===== config.mk =====
export PLATFORM = sky130hd
export DESIGN_NAME = axi_lite_write_requester_flat
export DESIGN_NICKNAME = d
export VERILOG_FILES = /design/src/rtl/axi_lite_write_requester_if.sv /design/src/rtl/axi_lite_write_requester.sv /design/src/flat_wrapper.sv
export SDC_FILE = /design/constraint.sdc
export NUM_CORES = 1
export LEC_CHECK = 0
export CAP_MARGIN = 20
export CORE_MARGIN = 1
export CORE_UTILIZATION = 35
export CTS_BUF_LIST = sky130_fd_sc_hd__clkbuf_4 sky130_fd_sc_hd__clkbuf_8
export CTS_CLUSTER_SIZE = 30
export DETAILED_ROUTE_END_ITERATION = 12
export DONT_BUFFER_PORTS = 1
export GPL_ROUTABILITY_DRIVEN = 0
export SETUP_SLACK_MARGIN = 0.4
export SLEW_MARGIN = 20
export SYNTH_ARGS = -nofsm -noshare
export SYNTH_HDL_FRONTEND = slang
export SYNTH_SLANG_ARGS = --single-unit

===== constraint.sdc =====
create_clock -name aclk -period 4.05 [get_ports aclk]
set_input_delay 1.0125 -clock aclk [delete_from_list [all_inputs] [get_ports aclk]]
set_output_delay 1.0125 -clock aclk [all_outputs]
set_load 0.005 [all_outputs]

===== src/rtl/axi_lite_write_requester_if.sv =====
// Command, AW, W and B channels of the AXI4-Lite write requester, grouped as one bundle.
// master: the requester. slave: the command source and AXI4-Lite slave, as seen by a bench.
interface axi_lite_write_requester_if #(
  parameter int ADDRESS_SIZE = 32,
  parameter int DATA_SIZE    = 32
);
  localparam int STROBE_SIZE = DATA_SIZE / 8;

  // Handshake rule on every channel: a transfer happens on a rising aclk edge where
  // valid and ready are both high; a raised valid keeps its payload stable until then.
  logic [ADDRESS_SIZE-1:0] cmd_address;
  logic [DATA_SIZE-1:0]    cmd_data;
  logic [STROBE_SIZE-1:0]  cmd_strobe;
  logic                    cmd_valid;
  logic                    cmd_ready;

  logic [ADDRESS_SIZE-1:0] write_address;
  logic                    write_address_valid;
  logic                    write_address_ready;

  logic [DATA_SIZE-1:0]    write_data;
  logic [STROBE_SIZE-1:0]  write_data_strobe;
  logic                    write_data_valid;
  logic                    write_data_ready;

  logic [1:0]              write_response;
  logic                    write_response_valid;
  logic                    write_response_ready;

  modport master (
    input  cmd_address, cmd_data, cmd_strobe, cmd_valid,
    output cmd_ready,
    output write_address, write_address_valid,
    input  write_address_ready,
    output write_data, write_data_strobe, write_data_valid,
    input  write_data_ready,
    input  write_response, write_response_valid,
    output write_response_ready
  );

  modport slave (
    output cmd_address, cmd_data, cmd_strobe, cmd_valid,
    input  cmd_ready,
    input  write_address, write_address_valid,
    output write_address_ready,
    input  write_data, write_data_strobe, write_data_valid,
    output write_data_ready,
    output write_response, write_response_valid,
    input  write_response_ready
  );
endinterface


===== src/rtl/axi_lite_write_requester.sv =====
// Single-outstanding AXI4-Lite write requester: one command becomes one AW+W pair and
// one B response, reported as a status pulse, with a sticky response-wait timeout flag.
module axi_lite_write_requester #(
  parameter int ADDRESS_SIZE   = 32,
  parameter int DATA_SIZE      = 32,
  parameter int TIMEOUT_CYCLES = 256
) (
  input  logic        aclk,
  input  logic        aresetn,
  axi_lite_write_requester_if.master bus,
  output logic [1:0]  status_response,
  output logic        status_valid,
  output logic        status_timeout,
  output logic [15:0] error_count,
  output logic        busy,
  output logic [1:0]  state_dbg
);

  localparam int STROBE_SIZE = DATA_SIZE / 8;
  localparam int COUNT_WIDTH = (TIMEOUT_CYCLES > 2) ? $clog2(TIMEOUT_CYCLES) : 1;
  localparam logic [COUNT_WIDTH-1:0] COUNT_LAST = COUNT_WIDTH'(TIMEOUT_CYCLES - 1);
  localparam logic [COUNT_WIDTH-1:0] COUNT_ARM  = COUNT_WIDTH'(TIMEOUT_CYCLES - 2);

  typedef enum logic [1:0] {
    IDLE      = 2'd0,
    ISSUE     = 2'd1,
    WAIT_RESP = 2'd2
  } state_e;

  state_e state_q, state_d;

  logic [ADDRESS_SIZE-1:0] write_address_q, write_address_d;
  logic                    write_address_valid_q, write_address_valid_d;
  logic [DATA_SIZE-1:0]    write_data_q, write_data_d;
  logic [STROBE_SIZE-1:0]  write_data_strobe_q, write_data_strobe_d;
  logic                    write_data_valid_q, write_data_valid_d;
  logic [1:0]              status_response_q, status_response_d;
  logic                    status_valid_q, status_valid_d;
  logic                    status_timeout_q, status_timeout_d;
  logic [15:0]             error_count_q, error_count_d;
  logic [COUNT_WIDTH-1:0]  timeout_count_q, timeout_count_d;

  logic cmd_fire, aw_fire, w_fire, resp_fire;
  logic aw_settled, w_settled;

  assign cmd_fire  = bus.cmd_valid && bus.cmd_ready;
  assign aw_fire   = write_address_valid_q && bus.write_address_ready;
  assign w_fire    = write_data_valid_q && bus.write_data_ready;
  assign resp_fire = bus.write_response_valid && bus.write_response_ready;

  // A channel is settled once it has completed earlier or completes on this edge.
  assign aw_settled = !write_address_valid_q || bus.write_address_ready;
  assign w_settled  = !write_data_valid_q || bus.write_data_ready;

  always_ff @(posedge aclk) begin
    if (!aresetn) begin
      state_q <= IDLE;
    end else begin
      state_q <= state_d;
    end
  end

  always_comb begin
    state_d = state_q;
    case (state_q)
      IDLE:      if (cmd_fire) state_d = ISSUE;
      ISSUE:     if (aw_settled && w_settled) state_d = WAIT_RESP;
      WAIT_RESP: if (resp_fire) state_d = IDLE;
      default:   state_d = IDLE;
    endcase
  end

  always_comb begin
    bus.cmd_ready            = aresetn && (state_q == IDLE);
    bus.write_response_ready = (state_q == WAIT_RESP);
    busy                     = (state_q != IDLE);
    state_dbg                = state_q;
  end

  always_comb begin
    write_address_d       = write_address_q;
    write_address_valid_d = write_address_valid_q;
    write_data_d          = write_data_q;
    write_data_strobe_d   = write_data_strobe_q;
    write_data_valid_d    = write_data_valid_q;
    status_response_d     = status_response_q;
    status_valid_d        = 1'b0;
    status_timeout_d      = status_timeout_q;
    error_count_d         = error_count_q;
    timeout_count_d       = timeout_count_q;

    if (cmd_fire) begin
      write_address_d       = bus.cmd_address;
      write_data_d          = bus.cmd_data;
      write_data_strobe_d   = bus.cmd_strobe;
      write_address_valid_d = 1'b1;
      write_data_valid_d    = 1'b1;
      status_timeout_d      = 1'b0;
      timeout_count_d       = '0;
    end else if (state_q != IDLE) begin
      // Flag is armed one count early so it is visible as the count reaches its last value.
      if (timeout_count_q != COUNT_LAST) timeout_count_d = timeout_count_q + 1'b1;
      if (timeout_count_q == COUNT_ARM) status_timeout_d = 1'b1;
    end

    if (aw_fire) write_address_valid_d = 1'b0;
    if (w_fire)  write_data_valid_d    = 1'b0;

    if (resp_fire) begin
      status_response_d = bus.write_response;
      status_valid_d    = 1'b1;
      if (bus.write_response != 2'b00 && error_count_q != 16'hFFFF) begin
        error_count_d = error_count_q + 16'd1;
      end
    end
  end

  always_ff @(posedge aclk) begin
    if (!aresetn) begin
      write_address_q       <= '0;
      write_address_valid_q <= 1'b0;
      write_data_q          <= '0;
      write_data_strobe_q   <= '0;
      write_data_valid_q    <= 1'b0;
      status_response_q     <= 2'b00;
      status_valid_q        <= 1'b0;
      status_timeout_q      <= 1'b0;
      error_count_q         <= 16'd0;
      timeout_count_q       <= '0;
    end else begin
      write_address_q       <= write_address_d;
      write_address_valid_q <= write_address_valid_d;
      write_data_q          <= write_data_d;
      write_data_strobe_q   <= write_data_strobe_d;
      write_data_valid_q    <= write_data_valid_d;
      status_response_q     <= status_response_d;
      status_valid_q        <= status_valid_d;
      status_timeout_q      <= status_timeout_d;
      error_count_q         <= error_count_d;
      timeout_count_q       <= timeout_count_d;
    end
  end

  assign bus.write_address       = write_address_q;
  assign bus.write_address_valid = write_address_valid_q;
  assign bus.write_data          = write_data_q;
  assign bus.write_data_strobe   = write_data_strobe_q;
  assign bus.write_data_valid    = write_data_valid_q;
  assign status_response         = status_response_q;
  assign status_valid            = status_valid_q;
  assign status_timeout          = status_timeout_q;
  assign error_count             = error_count_q;

endmodule


===== src/flat_wrapper.sv =====
// flat-port wrapper written by rule: the top's interface ports become plain ports
module axi_lite_write_requester_flat 
#(
  parameter int ADDRESS_SIZE   = 32,
  parameter int DATA_SIZE      = 32,
  parameter int TIMEOUT_CYCLES = 256
)
  (aclk, aresetn, status_response, status_valid, status_timeout, error_count, busy, state_dbg, bus_cmd_address, bus_cmd_data, bus_cmd_strobe, bus_cmd_valid, bus_cmd_ready, bus_write_address, bus_write_address_valid, bus_write_address_ready, bus_write_data, bus_write_data_strobe, bus_write_data_valid, bus_write_data_ready, bus_write_response, bus_write_response_valid, bus_write_response_ready);
  axi_lite_write_requester_if #(.ADDRESS_SIZE(ADDRESS_SIZE), .DATA_SIZE(DATA_SIZE)) bus_i ();
  input  logic aclk;
  input  logic aresetn;
  output logic [1:0] status_response;
  output logic status_valid;
  output logic status_timeout;
  output logic [15:0] error_count;
  output logic busy;
  output logic [1:0] state_dbg;
  input wire logic [$bits(bus_i.cmd_address)-1:0] bus_cmd_address;
  input wire logic [$bits(bus_i.cmd_data)-1:0] bus_cmd_data;
  input wire logic [$bits(bus_i.cmd_strobe)-1:0] bus_cmd_strobe;
  input wire logic [$bits(bus_i.cmd_valid)-1:0] bus_cmd_valid;
  output wire logic [$bits(bus_i.cmd_ready)-1:0] bus_cmd_ready;
  output wire logic [$bits(bus_i.write_address)-1:0] bus_write_address;
  output wire logic [$bits(bus_i.write_address_valid)-1:0] bus_write_address_valid;
  input wire logic [$bits(bus_i.write_address_ready)-1:0] bus_write_address_ready;
  output wire logic [$bits(bus_i.write_data)-1:0] bus_write_data;
  output wire logic [$bits(bus_i.write_data_strobe)-1:0] bus_write_data_strobe;
  output wire logic [$bits(bus_i.write_data_valid)-1:0] bus_write_data_valid;
  input wire logic [$bits(bus_i.write_data_ready)-1:0] bus_write_data_ready;
  input wire logic [$bits(bus_i.write_response)-1:0] bus_write_response;
  input wire logic [$bits(bus_i.write_response_valid)-1:0] bus_write_response_valid;
  output wire logic [$bits(bus_i.write_response_ready)-1:0] bus_write_response_ready;
  assign bus_i.cmd_address = bus_cmd_address;
  assign bus_i.cmd_data = bus_cmd_data;
  assign bus_i.cmd_strobe = bus_cmd_strobe;
  assign bus_i.cmd_valid = bus_cmd_valid;
  assign bus_cmd_ready = bus_i.cmd_ready;
  assign bus_write_address = bus_i.write_address;
  assign bus_write_address_valid = bus_i.write_address_valid;
  assign bus_i.write_address_ready = bus_write_address_ready;
  assign bus_write_data = bus_i.write_data;
  assign bus_write_data_strobe = bus_i.write_data_strobe;
  assign bus_write_data_valid = bus_i.write_data_valid;
  assign bus_i.write_data_ready = bus_write_data_ready;
  assign bus_i.write_response = bus_write_response;
  assign bus_i.write_response_valid = bus_write_response_valid;
  assign bus_write_response_ready = bus_i.write_response_ready;
  axi_lite_write_requester #(.ADDRESS_SIZE(ADDRESS_SIZE), .DATA_SIZE(DATA_SIZE), .TIMEOUT_CYCLES(TIMEOUT_CYCLES)) u_core (.aclk(aclk), .aresetn(aresetn), .bus(bus_i), .status_response(status_response), .status_valid(status_valid), .status_timeout(status_timeout), .error_count(error_count), .busy(busy), .state_dbg(state_dbg));
endmodule

# [Word level (Yosys, flattened, before mapping)]
# Index checks and enable logic that the tools add are counted.
[word_totals] reg_bits=100 elab_cells=48 inputBits=76
[classes] reduce_logical=21 eq_ne=8 add_sub_neg=2 n_mux=5 bitwise_logic=1
[op_table] op="$add 16x1->16 const B" count=1
[op_table] op="$ne 16x16->1 const B" count=1
[op_table] op="$add 8x1->8 const B" count=1
[op_table] op="$eq 8x8->1 const B" count=1
[op_table] op="$ne 8x8->1 const B" count=1
[op_table] op="$logic_and 1x1->1" count=7
[op_table] op="$mux 2" count=3
[op_table] op="$pmux 2 s3" count=1
[op_table] op="$reduce_and 2->1" count=3
[op_table] op="$reduce_or 2->1" count=3
[op_table] op="$ne 2x1->1 const B" count=2
[op_table] op="$reduce_bool 2->1" count=2
[op_table] op="$reduce_and 3->1" count=1
[op_table] op="$eq 2x1->1 const B" count=1
[op_table] op="$eq 2x2->1 const B" count=1
[op_table] op="$logic_not 1->1" count=2
[op_table] op="$logic_not 2->1" count=1
[op_table] op="$logic_or 1x1->1" count=2
[op_table] op="$ne 2x2->1 const B" count=1
[op_table] op="$mux 1" count=1
[op_table] op="$not 1->1" count=1

# [Logic depth before layout (Yosys ltp)]
# Gate-level depths: netlist of the first run.
[logic_depth] ltp_word=5 ltp_mapped=7

# [Worst setup path after synthesis of the first run]
# Ideal clock, no wire load.
[synth_path] path_kind="input to output" startpoint="input port aresetn" endpoint="output port bus_cmd_ready" cell_stages=3 arrival_ns=1.498 path_buffers=1 required_time_ns=3.038 path_slack_ns=1.540 cell_sequence="clkinv_1 > buf_1 > nor2_1"
[synth_via] elab_chain_cells=1
[synth_rtl] item="start, declared" line_no="flat_wrapper.sv:11" source="input logic aresetn;"
[synth_rtl] item="$logic_and 1x1->1" line_no="axi_lite_write_requester.sv:74" source="bus.cmd_ready = aresetn && (state_q == IDLE);"
[synth_rtl] item="end, declared" line_no="flat_wrapper.sv:22" source="output wire logic [$bits(bus_i.cmd_ready)-1:0] bus_cmd_ready;"
# Every way passes these cells.

# [Final worst setup path of the first run]
# Ends and elaborated chain as after synthesis.

==> results of run 1 <==
==> where the power goes <==
part / total (mW) / switching [mW] / internal, mW
Clock: 0.708 / 0.343 / 0.365
Combinational: 0.109 / 0.0701 / 0.0390
Sequential: 1.10 / 0.0530 / 1.04
==> layout make-up <==
cell class / instances / area share [%]
Sequential cell: 100 / 47.6
Multi-Input combinational cell: 344 / 41.6
Tap cell: 140 / 4.17
Clock buffer: 10 / 3.27
Clock inverter: 5 / 2.02
Inverter: 9 / 0.804
Timing Repair Buffer: 3 / 0.536
==> worst max path at each step <==
stage	start	endpoint	slack, ps	depth (start not counted)
6_report	aresetn	bus_cmd_ready	1370	2
4_1_cts	aresetn	bus_cmd_ready	1370	2
5_1_grt	aresetn	bus_cmd_ready	1250	2
3_5_place_dp	aresetn	bus_cmd_ready	1360	2
3_3_place_gp	aresetn	bus_cmd_ready	1410	2
2_1_floorplan	aresetn	bus_cmd_ready	1540	3
==> cells in the mapped netlist, drive strengths merged, types with 4 or more instances <==
library cell  instances
dfxtp               100
nand3                76
nand2b                4
clkbuf               20
mux2i                 5
nor2                 18
inv                   8
o21ai                 6
o31ai                 9
nand2               152
or4                   9
xnor2                 5
nand4                 6
a21oi                14
buf                  11
nor4                  7
==> sequential cells by signal (all words and copies together), names as in the netlist, 2 cells and up <==
signal,count
u_core.error_count,16
u_core.bus.write_data_strobe,4
u_core.bus.write_data,32
u_core.state_dbg,2
u_core.timeout_count_q,8
u_core.bus.write_address,32
u_core.status_response,2
==> kinds of logic (layout without fill, tap and decap cells) <==
logic type,after synthesis,in the layout
simple gates,289,289
flops,100,100
compound gates,41,41
buf+inv,40,27
xor+xnor,6,6
mux,5,5
fa+ha+maj,3,3
==> layer usage <==
metal | vias up | track usage (%) | wire length [um]
li1 | 1607 | - | -
met1 | 1493 | 18.0 | 3810
met2 | 118 | 27.2 | 4340
met3 | 13 | 6.17 | 816
met4 | 0 | 7.14 | 159
met5 | - | 0 | 0
==> stage by stage <==
step | utilization, % | power (mW) | area [sq um] | hold WS (ps)
6_report | 38.8 | 1.91 | 4200 | 478
5_1_grt | 38.8 | 2.01 | 4200 | 500
4_1_cts | 38.7 | 1.94 | 4200 | 480
3_5_place_dp | 36.6 | 1.23 | 3970 | 465
3_3_place_gp | 36.6 | 1.23 | 3970 | 461
2_1_floorplan | - | 1.21 | 3880 | 450
==> impl_metrics.json, run 1 <==
{
  "critPathMaxStageDelay_ps": 370,
  "worstPathMaxFanout": 84,
  "cts_max_path_buffers": 2,
  "portBuffers": 0,
  "synth_xor_area_share_pct": 1.35,
  "drv_cap": 0,
  "cts_buffers": 9,
  "crit_chain": "clkinv_1 > nor2_1",
  "ys.flop_type": "dfxtp_1",
  "drt-total-wl_mm": 9.13,
  "final_common_cell": "nand2_1",
  "end_kind": "output port",
  "required_ps": 3040,
  "die_y_um": 107,
  "rows": 38,
  "drtIter0Drc": 174,
  "cts_setup_buffers": 0,
  "layout.area.seq_sq_um": 2000,
  "holdBufCountCts": 0,
  "fin_nets": 546,
  "route.detailed.drc": 0,
  "r2r_start": "u_core.state_dbg[1]",
  "synth_warnings": 0,
  "clock-sinks": 100,
  "cp-start-kind": "input pin",
  "syn_area_per_cell_sq_um": 8.02,
  "p_leak_nw": 1.74,
  "multi_input_area_sq_um": 1750,
  "holdPathStages": 2,
  "viasPerCell": 5.29,
  "netlist_instances": 484,
  "ant_nets": 0,
  "clkSlewWorstSetupHoldPaths_ps": 90,
  "slew_viol_final": 0,
  "place.detailed.hpwl_mm": 6.21,
  "pre_cts_slack_ps": 1360,
  "regToRegSetupSlack_ps": 1930,
  "cts-root-buf": "clkbuf_8",
  "fin_crit_ps": 2680,
  "gr-usage-all-layers_pct": 16.1,
  "yosys-mux-area-fraction_pct": 1.29,
  "io-pin-count": 171,
  "syn-num-nets": 563,
  "fp.dieW_um": 107,
  "clk_latency_ps": 360,
  "synth_top_cell_area_share_pct": 51.6,
  "layout_common_cells": "nand2_1, dfxtp_1, nand3_1",
  "antenna_found_initial": 0,
  "synth_compound_area_share_pct": 6.67,
  "grt_pass1_wl_mm": 14.6,
  "htree_levels": 3,
  "fin_crit_sh_pct": 66.1,
  "cts_tree": "built",
  "ys_ff_latch": 100,
  "setup_viol": 0,
  "reg2regPathDepth": 4,
  "finClkSkew_ps": 8.78,
  "setup_ws_ps": 1370,
  "synth.area.top_cells": "dfxtp_1, nand2_1, nand3_1, clkbuf_1, a21oi_1",
  "reg2reg_to": "u_core.error_count[15]",
  "synth_fa_ha_area_share_pct": 0.967,
  "synth_edf_count": 0,
  "syn2layout_area_growth_pct": 8.25,
  "cts.repair.resized": 0,
  "drive_gt1_share_pct": 5.52,
  "cpLargestDelayFamily": "buffers and inverters",
  "ir_drop_mv": 0.188,
  "start_util_pct": 35.8,
  "place_inst": 596,
  "grt_setup_unrepaired": "no",
  "wl_per_cell_um": 14.9,
  "synthSimpleGateAreaFrac_pct": 34.2,
  "power_density_nw_per_um2": 455,
  "hold_violations": 0,
  "crit_arrival_ps": 1660,
  "status": "finished clean",
  "yosysSeqAreaShare_pct": 51.6,
  "coreArea_sq_um": 10800,
  "yosysTopAreaCell": "dfxtp_1",
  "antenna_cells": 0,
  "dr.pass1.iters": 4,
  "netlist_area_sq_um": 3880,
  "slew_headroom_pct": 53.1,
  "hold_start": "u_core.bus.write_data[23]",
  "grt_max_degree": 85,
  "critPathKind": "input pin to output port",
  "num_vias": 3231,
  "path_buf_inv": 1,
  "fill_cells": 1128,
  "grt_pass1_vias": 3061,
  "min_path_type": "flip-flop to flip-flop",
  "finalSetupTns_ps": 0,
  "critPathSlowestCell": "clkinv_1",
  "worstMarginPinSlew_ps": 703,
  "die-area_sq_um": 11500,
  "async_reset_ff_share_pct": 0,
  "maxClockFrequency_mhz": 374,
  "grt-ovfl-total": 0,
  "fin_cells": 611,
  "synth_top_family_by_area": "simple AND/OR/NAND/NOR gates",
  "hold_path_end": "u_core.bus.write_data[23]",
  "ys_types": 38
}
Note: power is estimated with default switching activity, not from simulation.
==> inputs of run 2 (changes only) <==
Clock period 4.05 ns to 2.2 ns, I/O delays scaled along.
==> impl_metrics.json, run 2 (synthesis results as in run 1) <==
{
  "status": "finished clean",
  "htree_levels": 3,
  "cts_max_path_buffers": 2,
  "layout_common_cells": "nand2_1, dfxtp_1, nand3_1",
  "place_inst": 599,
  "maxClockFrequency_mhz": 570,
  "hold_ws_ps": 277,
  "cts-root-buf": "clkbuf_8",
  "antenna_found_initial": 0,
  "end_kind": "flip-flop",
  "drtIter0Drc": 174,
  "gr-usage-all-layers_pct": 15.7,
  "die-area_sq_um": 11500,
  "holdBufCountCts": 0,
  "crit_arrival_ps": 2060,
  "cts_tree": "built",
  "p_leak_nw": 1.77,
  "rows": 38,
  "place.detailed.hpwl_mm": 6.28,
  "start_util_pct": 35.8,
  "critPathMaxStageDelay_ps": 580,
  "portBuffers": 0,
  "critPathKind": "flip-flop to flip-flop",
  "dr.pass1.iters": 4,
  "cts_buffers": 9,
  "drive_gt1_share_pct": 10.0,
  "grt-ovfl-total": 0,
  "power_density_nw_per_um2": 796,
  "slew_viol_final": 0,
  "setup_viol": 0,
  "antenna_cells": 0,
  "coreArea_sq_um": 10800,
  "syn2layout_area_growth_pct": 9.70,
  "clk_latency_ps": 360,
  "seqPwrFrac_pct": 59.6,
  "fin_nets": 552,
  "grt_setup_unrepaired": "no",
  "min_path_type": "input pin to flip-flop",
  "drv_cap": 0,
  "worstMarginPinSlew_ps": 607,
  "cpLargestDelayFamily": "simple AND/OR/NAND/NOR gates",
  "met3_length_um": 784,
  "ir_drop_mv": 0.376,
  "fin_cells": 618,
  "fill_cells": 1143,
  "crit_chain": "nand3b_4 > or4_4 > or4_1 > a21oi_1",
  "highest_layer": "met4",
  "met1Wirelength_mm": 3.84,
  "route.detailed.drc": 0,
  "swShare_pct": 25.6,
  "combPwrFrac_pct": 6.3,
  "grt_pass1_wl_mm": 14.2,
  "ant_nets": 0,
  "drt-total-wl_mm": 9.25,
  "num_vias": 3303,
  "slew_headroom_pct": 59.5,
  "p_clk_share_pct": 34.1,
  "fp.dieW_um": 107,
  "hold_violations": 0,
  "finClkSkew_ps": 7.47,
  "worstPathMaxFanout": 8,
  "fin_crit_ps": 1750,
  "critPathSlowestCell": "or4_4",
  "finalSetupTns_ps": 0,
  "path_buf_inv": 0,
  "clkSlewWorstSetupHoldPaths_ps": 100,
  "wl_per_cell_um": 15.0,
  "utilization_pct": 39.3,
  "switching_power_mw": 0.868,
  "clock-sinks": 100,
  "io-pin-count": 171,
  "grt_pass1_vias": 2975,
  "die_y_um": 107,
  "required_ps": 2500,
  "fin_crit_sh_pct": 79.7,
  "final_common_cell": "nand2_1",
  "grt_max_degree": 85,
  "wl_met2_mm": 4.46,
  "viasPerCell": 5.34,
  "cp-start-kind": "flip-flop",
  "internal-power_mw": 2.52
}
==> run 2: cell types whose count changed in the layout (fill, tap and decap cells not counted), moves of 2 or more <==
cell,delta
dfxtp_1,-9
buf_4,+6
dfxtp_4,+5
clkinv_2,+4
dfxtp_2,+4
nor2_1,-2
==> run 2: area by class of cell <==
class / instances / area, sq um / area share [%]
clock buffer: 9 / 124 / 2.91
clock inverter: 7 / 67.6 / 1.59
inverter: 9 / 33.8 / 0.793
multi-input combinational: 344 / 1770 / 41.5
sequential: 100 / 2030 / 47.6
tap: 140 / 175 / 4.11
timing repair buffer: 9 / 67.6 / 1.59
==> run 2: through the flow <==
step           total power, mW  instance area, sq um  worst slack, ps
2_1_floorplan             2.22                  3900              362
3_3_place_gp              2.26                  4000              292
3_5_place_dp              2.27                  4000              239
4_1_cts                   3.43                  4210              394
5_1_grt                   3.56                  4260              400
6_report                  3.39                  4260              446
==> run 2: power by group through the flow <==
| stage | Sequential (mW) | Combinational, mW | Clock (mW) |
|---|---|---|---|
| final | 2.02 | 0.215 | 1.16 |
| after global routing | 2.03 | 0.247 | 1.28 |
| after CTS | 2.02 | 0.211 | 1.20 |
| after detailed placement | 2.06 | 0.210 | 0 |
| after global placement | 2.06 | 0.198 | 0 |
| after floorplan | 2.03 | 0.188 | 0 |
==> run 2: path summary, 6_finish.rpt <==
kind	cells past startpoint	slack, ps	endpoint	start
worst max-delay path	4	450	u_core.error_count[13]	u_core.state_dbg[0]
worst min-delay path	2	280	u_core.bus.write_address[30]	bus_cmd_address[30]
worst max register to register	4	450	u_core.error_count[13]	u_core.state_dbg[0]
worst min register to register	2	480	u_core.bus.write_data[7]	u_core.bus.write_data[7]
==> run 2: metal layers <==
| layer | up-vias | global-route usage, % |
|---|---|---|
| met5 | - | 0 |
| met4 | 0 | 7.05 |
| met3 | 13 | 5.75 |
| met2 | 122 | 26.9 |
| met1 | 1555 | 17.4 |
| li1 | 1613 | - |
==> run 2: what timing repair did <==
| action | CTS | global route |
|---|---|---|
| resized for setup | 8 | 13 |
| endpoints found under the hold margin | 0 | 0 |
| setup buffers | 0 | 3 |
| pin swaps | 0 | 1 |
| endpoints found under the setup margin | 16 | 14 |
==> inputs of run 3 (changes only) <==
Clock period 2.2 ns to 1.47 ns, I/O delays scaled along.
==> impl_metrics.json, run 3 (synthesis results as in run 1) <==
{
  "seqPwrFrac_pct": 54.0,
  "io-pin-count": 171,
  "viasPerCell": 5.47,
  "start_util_pct": 35.8,
  "grt_pass1_vias": 3880,
  "htree_levels": 3,
  "hold_ws_ps": 95.0,
  "clk_latency_ps": 360,
  "setup_ws_ps": -238,
  "p_total_mw": 5.70,
  "violations": "negative setup slack",
  "cts_tree": "built",
  "finClkSkew_ps": 5.35,
  "finalSetupTns_ps": -13990,
  "reg2regPathDepth": 11,
  "die-area_sq_um": 11500,
  "grt-ovfl-total": 0,
  "final_common_cell": "dfxtp_2",
  "cp-start-kind": "flip-flop",
  "internal-power_mw": 4.16,
  "drv_cap": 0,
  "maxClockFrequency_mhz": 586,
  "dpl_cell_area_sq_um": 4500,
  "gr-usage-all-layers_pct": 24.1,
  "drt-total-wl_mm": 14.6,
  "hold_violations": 0,
  "clock-sinks": 100,
  "r2r_start": "u_core.state_dbg[0]",
  "cts-root-buf": "clkbuf_8",
  "antenna_cells": 0,
  "drtIter0Drc": 197,
  "holdBufCountCts": 0,
  "utilization_pct": 64.3,
  "p_clk_share_pct": 27.4,
  "switching_power_mw": 1.54,
  "regToRegSetupSlack_ps": -240,
  "layout_common_cells": "dfxtp_2, nand2_1, nand3_2",
  "critPathMaxStageDelay_ps": 360,
  "place_inst": 639,
  "dr.pass1.iters": 4,
  "drive_gt1_share_pct": 69.3,
  "num_vias": 3931,
  "end_kind": "flip-flop",
  "fin_nets": 654,
  "worstMarginPinSlew_ps": 335,
  "holdPathStages": 2,
  "cts_max_path_buffers": 2,
  "fin_crit_ps": 1710,
  "grt_setup_unrepaired": "yes",
  "critPathKind": "flip-flop to flip-flop",
  "reg2reg_to": "u_core.bus.write_address[22]",
  "grt_max_degree": 85,
  "syn2layout_area_growth_pct": 79.6,
  "portBuffers": 0,
  "fin_cells": 719,
  "fin_area_sq_um": 6970,
  "status": "complete, but fails checks",
  "cts_buffers": 9,
  "critPathSlowestCell": "dfxtp_4",
  "p_leak_nw": 2.96,
  "ant_nets": 0,
  "place.detailed.hpwl_mm": 6.73,
  "antenna_found_initial": 0,
  "rows": 38,
  "route.detailed.drc": 0,
  "crit_arrival_ps": 2010,
  "slew_headroom_pct": 77.6,
  "fp.dieW_um": 107,
  "swShare_pct": 27.1,
  "grt_pass1_wl_mm": 20.7,
  "required_ps": 1770,
  "power_density_nw_per_um2": 817,
  "slew_viol_final": 0,
  "hold_path_end": "u_core.bus.write_data[10]",
  "min_path_type": "input pin to flip-flop",
  "die_y_um": 107,
  "setup_viol": 91,
  "coreArea_sq_um": 10800,
  "ir_drop_mv": 0.559,
  "crit_chain": "buf_4 > buf_8 > nor2_4 > buf_6 > and3_4 > buf_12 > buf_8 > buf_12 > clkbuf_16 > nand2_2 > nand2_1",
  "wl_per_cell_um": 20.3,
  "pre_cts_slack_ps": -202,
  "clkSlewWorstSetupHoldPaths_ps": 90,
  "combPwrFrac_pct": 18.6,
  "fin_crit_sh_pct": 116,
  "worstPathMaxFanout": 6,
  "hold_start": "bus_cmd_data[10]"
}
## run 3: how the worst max path moves through the flow
stage	startpoint	end	slack [ps]	cells after the start
2_1_floorplan	u_core.state_dbg[0]	u_core.error_count[11]	-250	5
5_1_grt	u_core.state_dbg[0]	u_core.error_count[13]	-280	4
3_5_place_dp	u_core.error_count[1]	u_core.error_count[13]	-200	4
3_3_place_gp	u_core.error_count[1]	u_core.error_count[15]	-170	4
6_report	u_core.state_dbg[0]	u_core.bus.write_address[22]	-240	11
4_1_cts	u_core.error_count[0]	u_core.error_count[13]	-230	4
## run 3: final cells by class
cell class                 count  area, sq um
clock buffer                  12          146
clock inverter                 3         15.0
fill                         813         3870
inverter                       9         33.8
multi-input combinational    345         2750
sequential                   100         2150
tap                          140          175
timing repair buffer         110         1700
## run 3: repair_timing
| item | in CTS | in global routing |
|---|---|---|
| hold endpoints to repair | 0 | 0 |
| gates resized for setup | 262 | 115 |
| pin swaps | 136 | 89 |
| buffers inserted | 29 | 10 |
| cloned | 24 | 2 |
| endpoints found under the setup margin | 192 | 192 |
## run 3: layer usage
| layer | GRT usage, % | wire length [um] |
|---|---|---|
| met1 | 28.2 | 5790 |
| met2 | 42.9 | 7480 |
| met3 | 5.21 | 905 |
| met4 | 9.30 | 417 |
| met5 | 0 | 0 |
## run 3: power by group through the flow
stage                     Combinational [mW]  Sequential (mW)  Clock, mW
final                                   1.06             3.08       1.56
after global routing                    1.12             3.10       1.71
after CTS                              0.918             3.07       1.60
after detailed placement               0.361             3.08          0
after global placement                 0.346             3.08          0
after floorplan                        0.291             3.04          0
## run 3: critical path, delay by kind of cell, from the launching register on
family | cells | cell delay, ps
buffers and inverters | 7 | 870
DFF | 1 | 360
and+or+nand+nor | 4 | 410
